$ cat src/rtl/rd_ctrl_v2.sv
// rd_ctrl_v2 -- read-side controller for an asynchronous FIFO (read clock domain).
//
// Sits between the dual-port RAM read port and the consumer. It synchronises
// the write Gray pointer, maintains the binary/Gray read pointers and derives
// the empty, fill-level, almost-empty and sticky underflow flags.
//
// Optional feature macro: RD_FWFT_EN
//   undefined : standard mode, rdata is the RAM output, valid the cycle after
//               an accepted rinc.
//   defined   : first-word-fall-through. A small FSM prefetches the head word
//               into an output register and rempty reflects that register.
//
// Ports:
//   r_clk, r_rst    read clock, asynchronous active-high reset
//   rinc            consumer read request
//   rempty          FIFO empty as seen by the consumer
//   ralmost_empty   rlevel <= ae_thresh
//   rlevel          words available (0 .. 2**ADDR_WIDTH)
//   ae_thresh       almost-empty threshold (quasi-static)
//   runderflow      sticky: rinc seen while rempty
//   underflow_clr   clears runderflow (a simultaneous set wins)
//   w_ptr           write Gray pointer from the write domain (asynchronous)
//   r_ptr           registered read Gray pointer to the write domain
//   raddr, ren      RAM read address / enable (synchronous RAM, 1-cycle latency)
//   mem_rdata       RAM read data
//   rdata           data to the consumer
//
// Handshake: a read is accepted in a cycle where rinc=1 and rempty=0. In
// standard mode the word appears on rdata one cycle later. In FWFT mode rdata
// already holds the head word whenever rempty=0, and rinc consumes it.
module rd_ctrl_v2 #(
    parameter int ADDR_WIDTH  = 4,
    parameter int DATA_WIDTH  = 8,
    parameter int SYNC_STAGES = 2
) (
    input  logic                  r_clk,
    input  logic                  r_rst,
    input  logic                  rinc,
    output logic                  rempty,
    output logic                  ralmost_empty,
    output logic [ADDR_WIDTH:0]   rlevel,
    input  logic [ADDR_WIDTH:0]   ae_thresh,
    output logic                  runderflow,
    input  logic                  underflow_clr,
    input  logic [ADDR_WIDTH:0]   w_ptr,
    output logic [ADDR_WIDTH:0]   r_ptr,
    output logic [ADDR_WIDTH-1:0] raddr,
    output logic                  ren,
    input  logic [DATA_WIDTH-1:0] mem_rdata,
    output logic [DATA_WIDTH-1:0] rdata
);

    localparam int PW = ADDR_WIDTH + 1;

    // Gray to binary: prefix XOR starting at the MSB.
    function automatic logic [PW-1:0] gray2bin(input logic [PW-1:0] g);
        logic [PW-1:0] b;
        b[PW-1] = g[PW-1];
        for (int i = PW - 2; i >= 0; i--) begin
            b[i] = b[i+1] ^ g[i];
        end
        return b;
    endfunction

    logic [SYNC_STAGES-1:0][PW-1:0] sync_q, sync_d;
    logic [PW-1:0] rbin_q, rbin_d;
    logic [PW-1:0] r_ptr_q, r_ptr_d;
    logic [PW-1:0] rlevel_q, rlevel_d;
    logic          int_empty_q, int_empty_d;
    logic          ralmost_empty_q, ralmost_empty_d;
    logic          runderflow_q, runderflow_d;

    logic [PW-1:0] wq;
    logic [PW-1:0] wbin;
    logic [PW-1:0] rbin_nxt;
    logic [PW-1:0] rgray_nxt;
    logic [PW-1:0] level_nxt;
    logic          pop;

    assign wq = sync_q[SYNC_STAGES-1];

    always_comb begin
        // Stage 0 samples the asynchronous pointer; later stages shift.
        sync_d = {sync_q[SYNC_STAGES-2:0], w_ptr};
        wbin      = gray2bin(wq);
        rbin_nxt  = rbin_q + {{ADDR_WIDTH{1'b0}}, pop};
        rgray_nxt = rbin_nxt ^ (rbin_nxt >> 1);
        // Modulo subtraction on the wrap-bit pointers: a full FIFO yields
        // exactly 2**ADDR_WIDTH.
        level_nxt = wbin - rbin_nxt;

        rbin_d          = rbin_nxt;
        r_ptr_d         = rgray_nxt;
        rlevel_d        = level_nxt;
        int_empty_d     = (rgray_nxt == wq);
        ralmost_empty_d = (level_nxt <= ae_thresh);
        // Set has priority over clear.
        runderflow_d    = (rinc & rempty) | (runderflow_q & ~underflow_clr);
    end

    always_ff @(posedge r_clk or posedge r_rst) begin
        if (r_rst) begin
            sync_q          <= '0;
            rbin_q          <= '0;
            r_ptr_q         <= '0;
            rlevel_q        <= '0;
            int_empty_q     <= 1'b1;
            ralmost_empty_q <= 1'b1;
            runderflow_q    <= 1'b0;
        end else begin
            sync_q          <= sync_d;
            rbin_q          <= rbin_d;
            r_ptr_q         <= r_ptr_d;
            rlevel_q        <= rlevel_d;
            int_empty_q     <= int_empty_d;
            ralmost_empty_q <= ralmost_empty_d;
            runderflow_q    <= runderflow_d;
        end
    end

    assign r_ptr         = r_ptr_q;
    assign rlevel        = rlevel_q;
    assign ralmost_empty = ralmost_empty_q;
    assign runderflow    = runderflow_q;
    // Pre-increment address: the popped word appears on mem_rdata next cycle.
    assign raddr         = rbin_q[ADDR_WIDTH-1:0];
    assign ren           = pop;

`ifdef RD_FWFT_EN
    typedef enum logic [1:0] {
        S_EMPTY = 2'd0,
        S_LOAD  = 2'd1,
        S_VALID = 2'd2
    } state_t;

    state_t                state_q;
    logic                  rempty_q;
    logic [DATA_WIDTH-1:0] rdata_q;

    // Prefetch whenever the output register is free, or refill it as the
    // consumer takes the current head word.
    always_comb begin
        pop = 1'b0;
        case (state_q)
            S_EMPTY: pop = ~int_empty_q;
            S_VALID: pop = rinc & ~int_empty_q;
            default: pop = 1'b0;
        endcase
    end

    always_ff @(posedge r_clk or posedge r_rst) begin
        if (r_rst) begin
            state_q  <= S_EMPTY;
            rempty_q <= 1'b1;
            rdata_q  <= '0;
        end else begin
            case (state_q)
                S_EMPTY: begin
                    if (!int_empty_q) begin
                        state_q <= S_LOAD;
                    end
                end
                S_LOAD: begin
                    // RAM output for the word popped last cycle is valid now.
                    rdata_q  <= mem_rdata;
                    rempty_q <= 1'b0;
                    state_q  <= S_VALID;
                end
                S_VALID: begin
                    if (rinc) begin
                        rempty_q <= 1'b1;
                        state_q  <= int_empty_q ? S_EMPTY : S_LOAD;
                    end
                end
                default: begin
                    state_q  <= S_EMPTY;
                    rempty_q <= 1'b1;
                end
            endcase
        end
    end

    assign rempty = rempty_q;
    assign rdata  = rdata_q;
`else
    always_comb begin
        pop = rinc & ~int_empty_q;
    end

    assign rempty = int_empty_q;
    assign rdata  = mem_rdata;
`endif

endmodule

$ cat config.mk
export PLATFORM = sky130hd
export DESIGN_NAME = rd_ctrl_v2
export DESIGN_NICKNAME = d
export VERILOG_FILES = /design/src/rtl/rd_ctrl_v2.sv
export SDC_FILE = /design/constraint.sdc
export NUM_CORES = 1
export LEC_CHECK = 0
export CORE_MARGIN = 4
export CORE_UTILIZATION = 44
export CTS_CLUSTER_DIAMETER = 50
export DETAILED_ROUTE_END_ITERATION = 8
export PLACE_DENSITY = 0.78
export SYNTH_ARGS = -nofsm -noshare
export SYNTH_HDL_FRONTEND = slang
export SYNTH_SLANG_ARGS = --single-unit
$ cat constraint.sdc
create_clock -name r_clk -period 3.94 [get_ports r_clk]
set_input_delay 0.394 -clock r_clk [delete_from_list [all_inputs] [get_ports r_clk]]
set_output_delay 0.394 -clock r_clk [all_outputs]
set_load 0.005 [all_outputs]
==> metrics <==
vias in the first global route 898; Die Width 64.0 um; Place WS 0.510 ns; Setup crit end kind register; worst setup skew after layout 0.00646 ns; power share of the clock group 8.2%; ys async rst share 100%; Syn-to-layout area delta 23.0%; Vias/cell 4.60; Total GRT Usage 12.3%; Worst Hold Launch sync_d[6]; DR iter-0 viols 25; syn nets 152; Post-Syn Instances 118; most numerous cell in the Yosys netlist dfrtp_1; htree depth 1; row count 20; Post-CTS Hold Buffers 0; routed length per instance 12.1 um; DR vias 856; first drt pass iteration count 2; depth of the worst hold-timing path 0; post-route ant nets 0; routability cong. 0.762; unrepaired setup endpoints after global routing no; Die Span Y 64.0 um; Net Sw Frac 37.8%; worst reg2reg startpoint wq[4]; largest net degree at the start of global routing 28; cell breakdown of the critical path xor2_1, xnor2_1, xor2_1, xor2_1, ha_1, fa_1, inv_1, ha_1, nor2b_1, o21a_1, o21a_1, o21a_1, o22ai_1; Post-Syn Area 1380 um^2; max-slew violation count 0; fin nets 177; final hold violation count 0; final WL 2240 um; port bufs 31; Yosys top cell area share 45.3%; fin crit period 3.19 ns; measured slew at the worst slew-check pin 0.990 ns; Setup-failing EPs final 0; crit path buf inv count 1; sequential fraction of the synthesis area 49.1%; worst reg-to-reg path cell count 13; HPWL after DPL 1820 um; Synth area leader dfrtp_1; synth unique cells 28; Seq pwr share 30.8%; period utilisation layout 80.9%; Reg clk slew, reported paths 0.15 ns; Synth Register Bits 27; clock root buffer clkbuf_4; CTS tree built; CP Launch Type register; Worst EP required 4.19 ns; post-cts repair resize count 0; leak pwr 0.757 nW; PD cells 882 nW/um^2; first-pass GRT wire length 4000 um; antenna violations before repair 0; Post-synth EDFFs 0; ys flop type dfrtp_1; CTS buffer count 3; P_sw 567 uW; Top delay family on crit path adder cells; crit path max fanout 3; Int Power 932 uW; WP data arrival 3.44 ns; Clock Path Buffers 2; Std-Cell Core Area 3030 um^2; Max transition margin 33.9%; Logic pwr share 61.1%; Remaining Overflow, GRT 0; RR Endpoint ralmost_empty; run status complete, no violations; fmax 314 MHz; drc violations 0; layout cells sized above 1 6.34%; Synth top cells by count dfrtp_1, inv_1, xnor2_1; ant diodes 0; Worst VDD drop 0.000332 V; total die area 4100 um^2; Min-Delay Endpoint wq[1]; Setup CP Type register to register; Setup Buffers After CTS 0; top post-synthesis cells by area dfrtp_1, ha_1, xnor2_1; Hold WC Path Type register to register; r2r setup slk 0.75 ns; initial core utilization 45.6%; Synth warnings 0; worst setup margin 0.753 ns; clk sinks 27; Crit-path slowest cell fa_1; CP max stage delay 0.49 ns; final setup TNS 0 ns; Top Ports 48; Syn Area/Cell 11.7 um^2; max-cap violations 0; Worst-Skew Late Latency 0.32 ns
-- how the worst max path moves through the flow --
| stage | from | to | slack [ns] | depth (start not counted) |
|---|---|---|---|---|
| floorplan | wq[4] | ralmost_empty | 0.98 | 13 |
| global placement | rinc | ralmost_empty | 0.61 | 12 |
| detailed placement | rinc | ralmost_empty | 0.51 | 12 |
| CTS | wq[4] | ralmost_empty | 0.71 | 13 |
| global route | wq[4] | ralmost_empty | 0.48 | 13 |
| finish | wq[4] | ralmost_empty | 0.75 | 13 |
-- power by group through the flow --
stage,combinational [mW],clock [mW],sequential [mW]
2_1_floorplan,0.643,0,0.449
3_3_place_gp,0.901,0,0.466
3_5_place_dp,0.928,0,0.471
4_1_cts,0.935,0.128,0.464
5_1_grt,1.04,0.138,0.481
6_report,0.915,0.122,0.461
-- flip-flops by register name, indices dropped and copies added (netlist names) --
register and count:
r_ptr 5, runderflow 1, rbin_q 4, sync_d 5
ralmost_empty 1, rempty 1, rlevel 5, wq 5
-- layer usage --
layer / share of wire, % / global-route usage (%) / vias to the layer above
li1: - / - / 413
met4: 0.94 / 3.50 / 0
met2: 49 / 21.7 / 23
met1: 44 / 14.5 / 418
met5: 0 / 0 / -
met3: 5.9 / 3.51 / 2
-- layout by cell type (no fill, tap or decap), types with 2 or more instances in the layout --
| cell type | instances |
|---|---|
| clkdlybuf4s50_1 | 31 |
| dfrtp_1 | 25 |
| inv_1 | 16 |
| xnor2_1 | 14 |
| ha_1 | 11 |
| xor2_1 | 8 |
| a21oi_1 | 4 |
| nand2_1 | 3 |
| nor2b_1 | 3 |
| o21a_1 | 3 |
| clkbuf_4 | 3 |
| nand3_1 | 2 |
| a21o_1 | 2 |
| o21ai_0 | 2 |
| dfstp_2 | 2 |
-- logic make-up (layout without fill, tap and decap cells) --
| group | Yosys count | in the layout | share of synthesized area (%) |
|---|---|---|---|
| and+or+nand+nor | 16 | 16 | 7.70 |
| AOI/OAI and AO/OA | 13 | 13 | 5.89 |
| DFF | 27 | 27 | 49.1 |
| buffers and inverters | 27 | 51 | 9.96 |
| xor gates and xnor gates | 23 | 23 | 15.9 |
| adders and majority gates | 12 | 12 | 11.4 |
-- final cells by class --
cell class | count | area [um^2]
Timing Repair Buffer | 31 | 310
Clock buffer | 3 | 22.5
Tap cell | 44 | 55.1
Clock inverter | 1 | 7.51
Sequential cell | 27 | 678
Fill cell | 256 | 1330
Inverter | 16 | 60.1
Multi-Input combinational cell | 64 | 566
-- worst reg2reg max path: cells and delay by family, from the launching register on --
kind / cells / cell delay, ns
compound gates: 4 / 0.61
xor+xnor: 4 / 0.90
fa+ha+maj: 3 / 1.01
buf+inv: 1 / 0.05
flops: 1 / 0.43
simple gates: 1 / 0.13
-- stage by stage --
stage / instances / cell area (um^2) / power [mW] / util [%] / hold slack, ns
global route: 186 / 1700 / 1.66 / 56.1 / 0.376
CTS: 186 / 1700 / 1.53 / 56.1 / 0.371
detailed placement: 182 / 1670 / 1.40 / 55.1 / 0.336
finish: 186 / 1700 / 1.50 / 56.1 / 0.368
global placement: 182 / 1670 / 1.37 / 55.1 / 0.331
floorplan: 118 / 1380 / 1.09 / - / 0.331
Note: power is estimated with default switching activity, not from simulation.
